==> src/rtl/mem_port_arbiter.sv <==
`default_nettype none
// mem_port_arbiter (rev 1.0): shares one single-port SRAM between fetch (I, read-only) and memory stage (D, read/write).
// Optional macro ARB_STARVE_GUARD_EN bounds fetch starvation to STARVE_MAX consecutive D grants.
module mem_port_arbiter #(
  parameter int ADDR_W     = 32,
  parameter int DATA_W     = 32,
  parameter int RD_LAT     = 1,
  parameter int STARVE_MAX = 4
) (
  input  logic                  clk,
  input  logic                  rst_,
  input  logic                  flush,
  input  logic                  i_req,
  input  logic [ADDR_W-1:0]     i_addr,
  output logic                  i_gnt,
  output logic                  i_rvalid,
  output logic [DATA_W-1:0]     i_rdata,
  input  logic                  d_req,
  input  logic                  d_we,
  input  logic [DATA_W/8-1:0]   d_be,
  input  logic [ADDR_W-1:0]     d_addr,
  input  logic [DATA_W-1:0]     d_wdata,
  output logic                  d_gnt,
  output logic                  d_rvalid,
  output logic [DATA_W-1:0]     d_rdata,
  output logic                  mem_en,
  output logic                  mem_we,
  output logic [DATA_W/8-1:0]   mem_be,
  output logic [ADDR_W-1:0]     mem_addr,
  output logic [DATA_W-1:0]     mem_wdata,
  input  logic [DATA_W-1:0]     mem_rdata
);

  if (RD_LAT < 1 || RD_LAT > 4 || STARVE_MAX < 1) begin : g_bad_param
    $error("mem_port_arbiter: RD_LAT must be 1..4 and STARVE_MAX >= 1");
  end

  typedef enum logic [0:0] {
    S_IDLE = 1'b0,
    S_BUSY = 1'b1
  } state_t;

  localparam logic [2:0] c_RD_LAT = 3'(RD_LAT);

  state_t     r_state, w_state_nxt;
  logic [2:0] r_cnt, w_cnt_nxt;
  logic       r_owner_d, w_owner_d_nxt;
  logic       r_we, w_we_nxt;
  logic       r_drop, w_drop_nxt;

  logic w_resp;
  logic w_window;
  logic w_force_i;
  logic w_i_gnt;
  logic w_d_gnt;

  assign w_resp   = (r_state == S_BUSY) && (r_cnt == 3'd1);
  // Gating with rst_ keeps every output at 0 while reset is held, independent of the request inputs.
  assign w_window = rst_ && ((r_state == S_IDLE) || w_resp);

`ifdef ARB_STARVE_GUARD_EN
  localparam int              c_SW   = $clog2(STARVE_MAX + 1);
  localparam logic [c_SW-1:0] c_SMAX = c_SW'(STARVE_MAX);

  logic [c_SW-1:0] r_starve;

  assign w_force_i = (r_starve >= c_SMAX) && i_req && !flush;

  always_ff @(posedge clk or negedge rst_) begin
    if (!rst_) begin
      r_starve <= '0;
    end else if (w_i_gnt || !i_req) begin
      r_starve <= '0;
    end else if (w_d_gnt && (r_starve < c_SMAX)) begin
      r_starve <= r_starve + 1'b1;
    end
  end
`else
  assign w_force_i = 1'b0;
`endif

  assign w_d_gnt = w_window && d_req && !w_force_i;
  assign w_i_gnt = w_window && i_req && !flush && (!d_req || w_force_i);

  assign i_gnt = w_i_gnt;
  assign d_gnt = w_d_gnt;

  always_comb begin
    mem_en    = 1'b0;
    mem_we    = 1'b0;
    mem_be    = '0;
    mem_addr  = '0;
    mem_wdata = '0;
    if (w_d_gnt) begin
      mem_en    = 1'b1;
      mem_we    = d_we;
      mem_be    = d_be;
      mem_addr  = d_addr;
      mem_wdata = d_wdata;
    end else if (w_i_gnt) begin
      mem_en   = 1'b1;
      mem_addr = i_addr;
    end
  end

  // A flush in the response cycle itself must also hide the fetch data.
  assign i_rvalid = w_resp && !r_owner_d && !r_drop && !flush;
  assign d_rvalid = w_resp && r_owner_d;
  assign i_rdata  = i_rvalid ? mem_rdata : '0;
  assign d_rdata  = (d_rvalid && !r_we) ? mem_rdata : '0;

  always_ff @(posedge clk or negedge rst_) begin
    if (!rst_) begin
      r_state   <= S_IDLE;
      r_cnt     <= 3'd0;
      r_owner_d <= 1'b0;
      r_we      <= 1'b0;
      r_drop    <= 1'b0;
    end else begin
      r_state   <= w_state_nxt;
      r_cnt     <= w_cnt_nxt;
      r_owner_d <= w_owner_d_nxt;
      r_we      <= w_we_nxt;
      r_drop    <= w_drop_nxt;
    end
  end

  always_comb begin
    w_state_nxt   = r_state;
    w_cnt_nxt     = r_cnt;
    w_owner_d_nxt = r_owner_d;
    w_we_nxt      = r_we;
    w_drop_nxt    = r_drop;
    if (w_i_gnt || w_d_gnt) begin
      w_state_nxt   = S_BUSY;
      w_cnt_nxt     = c_RD_LAT;
      w_owner_d_nxt = w_d_gnt;
      w_we_nxt      = w_d_gnt && d_we;
      w_drop_nxt    = 1'b0;
    end else if (r_state == S_BUSY) begin
      if (r_cnt == 3'd1) begin
        w_state_nxt   = S_IDLE;
        w_cnt_nxt     = 3'd0;
        w_owner_d_nxt = 1'b0;
        w_we_nxt      = 1'b0;
        w_drop_nxt    = 1'b0;
      end else begin
        w_cnt_nxt = r_cnt - 3'd1;
        if (flush && !r_owner_d) begin
          w_drop_nxt = 1'b1;
        end
      end
    end
  end

endmodule
`default_nettype wire
==> config.mk <==
export PLATFORM = sky130hd
export DESIGN_NAME = mem_port_arbiter
export DESIGN_NICKNAME = d
export VERILOG_FILES = /design/src/rtl/mem_port_arbiter.sv
export SDC_FILE = /design/constraint.sdc
export NUM_CORES = 1
export LEC_CHECK = 0
export BUFFER_PORTS_ARGS = -buffer_cell sky130_fd_sc_hd__buf_2
export CAP_MARGIN = 15
export CORE_AREA = 2 2 108 110
export CTS_BUF_LIST = sky130_fd_sc_hd__clkbuf_2
export CTS_CLUSTER_DIAMETER = 40
export DETAILED_ROUTE_END_ITERATION = 12
export DIE_AREA = 0 0 110 112
export GPL_TIMING_DRIVEN = 0
export PLACE_DENSITY = 0.58
export SYNTH_ARGS = -nofsm -noshare
export SYNTH_HDL_FRONTEND = slang
export SYNTH_SLANG_ARGS = --single-unit
==> constraint.sdc <==
create_clock -name clk -period 2.1 [get_ports clk]
set_clock_uncertainty 0.05 [all_clocks]
set_input_delay 0.315 -clock clk [delete_from_list [all_inputs] [get_ports clk]]
set_output_delay 0.315 -clock clk [all_outputs]
set_load 0.1 [all_outputs]
**Yosys cells after proc, flatten, opt, wreduce, memory -nomap -nowiden**

Index checks and enable logic that the tools add are counted.
Widths: inputs -> output; s select.

- $add $sub $neg: 1
- Equal/unequal tests: 1
- Muxes and demuxes: 23
- Bitwise gates (word level): 1
- Reductions and logical operators: 25

Operator list:

| cell | count |
|---|---|
| $mux 32 | 5 |
| $mux 1 | 14 |
| $logic_and 1x1->1 | 13 |
| $mux 3 | 3 |
| $logic_not 1->1 | 5 |
| $mux 4 | 1 |
| $reduce_and 2->1 | 2 |
| $reduce_bool 2->1 | 2 |
| $eq 3x1->1 const B | 1 |
| $reduce_bool 3->1 | 1 |
| $sub 3x1->3 const B | 1 |
| $logic_or 1x1->1 | 2 |
| $not 1->1 | 1 |

- Register bits: 7
- Input port bits: 138
- Output and inout port bits: 138
- Word-level logic and storage cells: 56

**Logic depth before layout (Yosys ltp)**

Gate-level depths: netlist of the first run.

- Depth in word-level cells: 10
- Gate-level depth with buffers: 6
- Mapped depth without buffers: 5

**Worst setup path before layout of the first run**

No wires, ideal clock.

- Kind: register to output
- Start point: register r_cnt[1]
- End point: output mem_addr[10]
- Arrival time: 2.388 ns
- Data required time: 1.735 ns
- Slack: -0.653 ns
- Cell stages (with the launch flop): 7
- Path buffers: 1
- Cell sequence: dfrtp_1 > inv_1 > ha_1 > and2b_1 > o21ai_2 > buf_2 > nor2_1

- Cells in the longest elaborated chain, start to end: 9
- Elaborated cells between the ends (all ways): 10
- Those cells by class: eq/ne: 1; mux: 2; reduce/logical: 7

Ends and longest elaborated chain:

| item | RTL line | RTL |
|---|---|---|
| start: declaration | 46 | `logic [2:0] r_cnt, w_cnt_nxt;` |
| start signal: assignment | 121 | `r_cnt <= w_cnt_nxt;` |
| $eq 3x1->1 (*) | 57 | `assign w_resp = (r_state == S_BUSY) && (r_cnt == 3'd1);` |
| $logic_and 1x1->1 (*) | 57 |  |
| $logic_or 1x1->1 (*) | 59 | `assign w_window = rst_ && ((r_state == S_IDLE) \|\| w_resp);` |
| $logic_and 1x1->1 (*) | 59 |  |
| $logic_and 1x1->1 (3 in series) | 83 | `assign w_i_gnt = w_window && i_req && !flush && (!d_req \|\| w_force_i);` |
| $mux 32 | 100 | `end else if (w_i_gnt) begin` |
| $mux 32 (*) | 94 | `if (w_d_gnt) begin` |
| end: declaration | 29 | `output logic [ADDR_W-1:0] mem_addr,` |

Every way passes the cells marked *; elsewhere a longest branch is shown, timed or not.

**Final worst setup path of the first run**

- Start point: register r_cnt[0]
- End point: output mem_addr[11]

Same word-level chain as after synthesis.

==> flow_summary.yaml, run 1 <==
clocking:
  clockBufferDepth: 2
  cts_buffers: 3
  cts_root_buf: "clkbuf_2"
  clkTransAtPathRegs_ns: 0.08
  clk_latency_ns: 0.25
  tritoncts: "built"
  clock_sinks: 7
  h-tree-depth: 1
critical_path:
  cpPeakStageDelay_ns: 0.42
  worstPathMaxFanout: 6
  rr_worst_depth: 7
  startpoint: "r_cnt[0]"
  start_kind: "flop"
  r2r-start: "r_cnt[0]"
  worstPathArrival_ns: 1.87
  path_class: "reg -> out"
  cp_num_buf_inv: 4
  timing.rr.end: "r_owner_d"
  critPathMostFrequentCell: "buf_12"
  path_cells: "ha_4 -> and2b_2 -> o21ai_4 -> buf_12 -> buf_12 -> buf_12 -> nor2_4 -> buf_12"
  required_ns: 1.74
  reg2reg_slack_ns: 0.47
  crit_path_top_delay_cell: "dfrtp_1"
  critPathCaptureType: "primary output"
  critPathTopFamily: "buffers and inverters"
sta:
  hold-worst-slack_ns: 0.251
  rsz0062_at_grt: "true"
  fmax_ghz: 0.447
  relSlewSlack_pct: 71.0
  tightest_slew_ns: 0.434
  drv_slew: 0
  worst_slack_ns: -0.139
  finalCriticalPeriod_ns: 2.24
  final_hold_viol_count: 0
  period_share_pct: 107
  setup_viol: 133
power_and_ir_drop:
  ir_drop_uv: 503
  p_leak_nw: 2.70
  seqPwrFrac_pct: 4.5
  p_int_mw: 2.48
  pwr-share-clk_pct: 1.7
  comb_power_share_pct: 93.8
  powerDensity_nw_per_um2: 1010
  switchingPower_mw: 3.65
  sw_frac_of_total_pct: 59.5
synthesis:
  syn_inst: 233
  synth_nets: 373
  seq_area_frac_synth_pct: 11.0
  ys_types: 31
  postSynthAreaPerCell_um2: 6.85
  syn-cell-area_um2: 1600
  synth_seq_cells: 7
  synth_warnings: 0
floorplanning:
  ioPinCount: 276
  die_w_um: 110
  core-area_um2: 11200
  num_rows: 39
  die_area_um2: 12300
  fp.dieH_um: 112
  start_util_pct: 14.3
routing:
  drt-pass1-iter-count: 4
  drt_wl_total_um: 10700
  drcViolationCount: 0
  wl_per_cell_um: 15.8
  antenna_left: 0
  via_per_inst: 4.30
  first_iter_violations: 154
  num_vias: 2913
finish:
  nFillCells: 886
  area_growth_syn_to_layout_pct: 282
  final_common_cell: "buf_12"
  post-route-util_pct: 54.6
  diodes: 0
  layout-drive-gt1-share_pct: 87.3
  nNetsFinal: 675
  final_cell_mix: "buf_12, buf_2, and2_4"
  fin_area_um2: 6100
worst_hold_path:
  min-delay-path-class: "in -> reg"
  min_to: "r_we"
  hold_depth: 2
  hold_start: "d_we"
grt:
  grt_pass1_vias: 3082
  grt_pass1_wl_um: 15400
  antenna_found_initial: 1
  grt_max_degree: 11
  grt_use_total_pct: 15.6
  grt_overflow: 0
placed_design:
  placed_area_um2: 3420
  post-dp-hpwl_um: 6920
  pre_cts_ws_ns: -0.416
  port_buffers: 275
  gp_congestion: 0.748
status:
  status: "complete, but fails checks"
  violations: "negative setup slack"
flow_run:
  cap_violations: 0
==> routing by layer <==
| metal | global-route usage, % | vias to the layer above | share of wire, % |
|---|---|---|---|
| li1 | - | 1384 | - |
| met1 | 16.4 | 1338 | 33 |
| met4 | 3.38 | 2 | 1.1 |
| met5 | 0 | - | 0.12 |
| met3 | 2.99 | 11 | 9.8 |
| met2 | 31.0 | 178 | 56 |
==> state kept, by name (all words and copies together), names as in the netlist <==
register   flops
r_cnt          3
r_owner_d      1
r_drop         1
r_state        1
r_we           1
==> Yosys cell counts (all sizes together) <==
cell type / n / area share [%]
a31o: 2 / 1.1
nand3b: 1 / 1.3
a32o: 1 / 0.63
a22oi: 32 / 15
ha: 2 / 1.6
clkbuf: 9 / 2.4
inv: 5 / 1.2
o21a: 1 / 0.47
and2b: 1 / 0.47
and2: 101 / 41
nand2: 5 / 1.2
o221ai: 1 / 0.55
o211ai: 3 / 1.4
o21ai: 2 / 0.86
nor2: 35 / 8.2
nor3: 1 / 1.0
o32ai: 2 / 1.1
or3b: 1 / 0.55
nor4: 1 / 1.3
nand2b: 2 / 0.78
dfrtp: 7 / 11
a21oi: 3 / 0.94
nor3b: 1 / 0.78
buf: 12 / 4.9
nor2b: 2 / 0.78
==> metrics by stage <==
stage               power, mW  TNS, ns  instances
floorplan                3.48    -6.46        233
global placement         4.04   -36.32        651
detailed placement       4.07   -40.64        651
CTS                      5.84   -15.83        676
global route             6.33   -18.00        677
finish                   6.13    -7.75        677
==> power groups by stage <==
| stage | clock (mW) | combinational (mW) | sequential [mW] |
|---|---|---|---|
| 3_3_place_gp | 0 | 3.77 | 0.267 |
| 2_1_floorplan | 0 | 3.22 | 0.258 |
| 5_1_grt | 0.114 | 5.93 | 0.286 |
| 3_5_place_dp | 0 | 3.80 | 0.271 |
| 6_report | 0.107 | 5.75 | 0.274 |
| 4_1_cts | 0.106 | 5.46 | 0.271 |
==> cells by family after synthesis <==
logic type,Yosys count,synth area share (%)
simple gates,151,56.9
compound gates,47,22.1
buf+inv,26,8.39
flops,7,11.0
fa+ha+maj,2,1.57
==> repair_timing <==
item,in CTS,in global routing
hold endpoints to repair,7,0
setup endpoints to repair,137,138
hold buffers,1,0
buffers inserted,16,3
cloned,4,1
resized for setup,578,97
pin swaps,22,35
==> area by class of cell <==
| cell class | count | area, um^2 | share of cell area (%) |
|---|---|---|---|
| plain buffers | 20 | 208 | 3.41 |
| clock buffers | 4 | 20.0 | 0.328 |
| inverters | 5 | 18.8 | 0.308 |
| multi-input cells | 200 | 1760 | 28.9 |
| flip-flops and latches | 7 | 175 | 2.87 |
| well taps | 143 | 179 | 2.93 |
| repair buffers | 298 | 3730 | 61.2 |
==> how the worst max path moves through the flow <==
stage                         end  slack (ns)  depth (start not counted)
floorplan            mem_addr[10]       -0.30                          6
global placement    mem_wdata[31]       -0.38                          7
detailed placement  mem_wdata[31]       -0.42                          7
CTS                   i_rdata[29]       -0.22                          8
global route          d_rdata[19]       -0.20                          9
finish               mem_addr[11]       -0.14                          8
Note: power is estimated with default switching activity, not from simulation.
==> inputs of run 2 (changes only) <==
SETUP_SLACK_MARGIN = 0.05   (was default)
==> flow_summary.yaml, run 2 (synthesis gave the netlist of run 1 again) <==
critical_path:
  critPathCaptureType: "primary output"
  worstPathArrival_ns: 1.83
  required_ns: 1.74
  worstPathMaxFanout: 10
  cp_num_buf_inv: 4
  path_cells: "inv_2 -> ha_4 -> nand2b_1 -> a21oi_4 -> buf_4 -> clkbuf_8 -> and2_2 -> buf_12"
  critPathTopFamily: "buffers and inverters"
  start_kind: "flop"
  crit_path_top_delay_cell: "dfrtp_1"
  path_class: "reg -> out"
  cpPeakStageDelay_ns: 0.40
routing:
  first_iter_violations: 139
  drcViolationCount: 0
  drt_wl_total_um: 11600
  num_vias: 2952
  drt-pass1-iter-count: 5
  via_per_inst: 4.35
  antenna_left: 0
  wl_per_cell_um: 17.1
sta:
  tightest_slew_ns: 0.453
  relSlewSlack_pct: 69.8
  rsz0062_at_grt: "true"
  period_share_pct: 104
  hold-worst-slack_ns: 0.255
  worst_slack_ns: -0.0907
  setup_viol: 125
  final_hold_viol_count: 0
  fmax_ghz: 0.456
  finalCriticalPeriod_ns: 2.19
  drv_slew: 0
floorplanning:
  num_rows: 39
  ioPinCount: 276
  core-area_um2: 11200
  fp.dieH_um: 112
  die_area_um2: 12300
  start_util_pct: 14.3
  die_w_um: 110
grt:
  grt_use_total_pct: 17.5
  grt_pass1_vias: 3280
  grt_max_degree: 11
  grt_pass1_wl_um: 17000
  antenna_found_initial: 2
  grt_overflow: 0
finish:
  nFillCells: 905
  final_common_cell: "buf_2"
  layout-drive-gt1-share_pct: 87.5
  multi_input_area_um2: 1790
  nNetsFinal: 676
  fin_cells: 679
  max_flop_register: "r_cnt"
  largest_reg_flops: 3
  final_cell_mix: "buf_2, buf_12, and2_4"
  fin_area_um2: 6140
  regArea_um2: 175
  post-route-util_pct: 54.9
  area_growth_syn_to_layout_pct: 285
clocking:
  tritoncts: "built"
  clk_latency_ns: 0.24
  clock_sinks: 7
  clockBufferDepth: 2
  cts_buffers: 3
  cts_root_buf: "clkbuf_2"
  h-tree-depth: 1
  clkTransAtPathRegs_ns: 0.07
power_and_ir_drop:
  ir_drop_uv: 523
  p_leak_nw: 2.72
  finalPower_mw: 6.18
  powerDensity_nw_per_um2: 1010
placed_design:
  post-dp-hpwl_um: 7210
  port_buffers: 275
  placed_area_um2: 3550
  dpl.cell_count: 651
  gp_congestion: 0.775
status:
  violations: "negative setup slack"
  status: "complete, but fails checks"
worst_hold_path:
  min-delay-path-class: "in -> reg"
flow_run:
  cap_violations: 0
==> run 2: area by class of cell <==
| type | instances | share of cell area [%] |
|---|---|---|
| Multi-Input combinational cell | 200 | 29.2 |
| Clock buffer | 4 | 0.326 |
| Buffer | 21 | 3.97 |
| Tap cell | 143 | 2.91 |
| Antenna cell | 1 | 0.0408 |
| Timing Repair Buffer | 298 | 60.4 |
| Inverter | 5 | 0.306 |
| Sequential cell | 7 | 2.85 |
==> run 2: path summary, 6_finish.rpt <==
kind,startpoint,endpoint,slack [ns],cells after the start
max in group asynchronous,rst_,r_we,1.31,2
setup / recovery,r_cnt[1],mem_be[3],-0.09,8
min in group asynchronous,rst_,r_cnt[0],0.45,2
hold reg to reg,r_cnt[1],r_cnt[1],0.52,2
setup reg to reg,r_cnt[0],r_cnt[2],0.49,6
hold / removal,d_we,r_we,0.26,2
==> run 2: per-stage QoR <==
step,setup slack (ns),TNS (ns)
CTS,-0.105,-7.29
global route,-0.178,-16.13
floorplan,-0.212,-2.31
detailed placement,-0.465,-33.76
global placement,-0.451,-31.45
finish,-0.0907,-5.44
==> run 2: repair_timing <==
item | in CTS | in global routing
hold buffers | 1 | 0
buffers inserted | 12 | 3
gates cloned | 6 | 1
hold endpoints to repair | 7 | 0
gates resized for setup | 632 | 25
setup endpoints to repair | 137 | 138
pin swaps | 38 | 8
==> run 2: report_power, final <==
part / switching, mW / total, mW / internal, mW
sequential: 0.0795 / 0.276 / 0.196
clock: 0.0544 / 0.105 / 0.0506
combinational: 3.55 / 5.80 / 2.26
==> run 2: layer usage <==
| layer | share of wire, % | global-route usage, % | up-vias | routed length, um |
|---|---|---|---|---|
| met5 | 0.11 | 0 | - | 13 |
| met4 | 2.6 | 4.98 | 2 | 297 |
| met3 | 9.7 | 5.27 | 24 | 1130 |
| met2 | 54 | 34.3 | 183 | 6240 |
| met1 | 34 | 17.2 | 1354 | 3910 |
| li1 | - | - | 1389 | - |
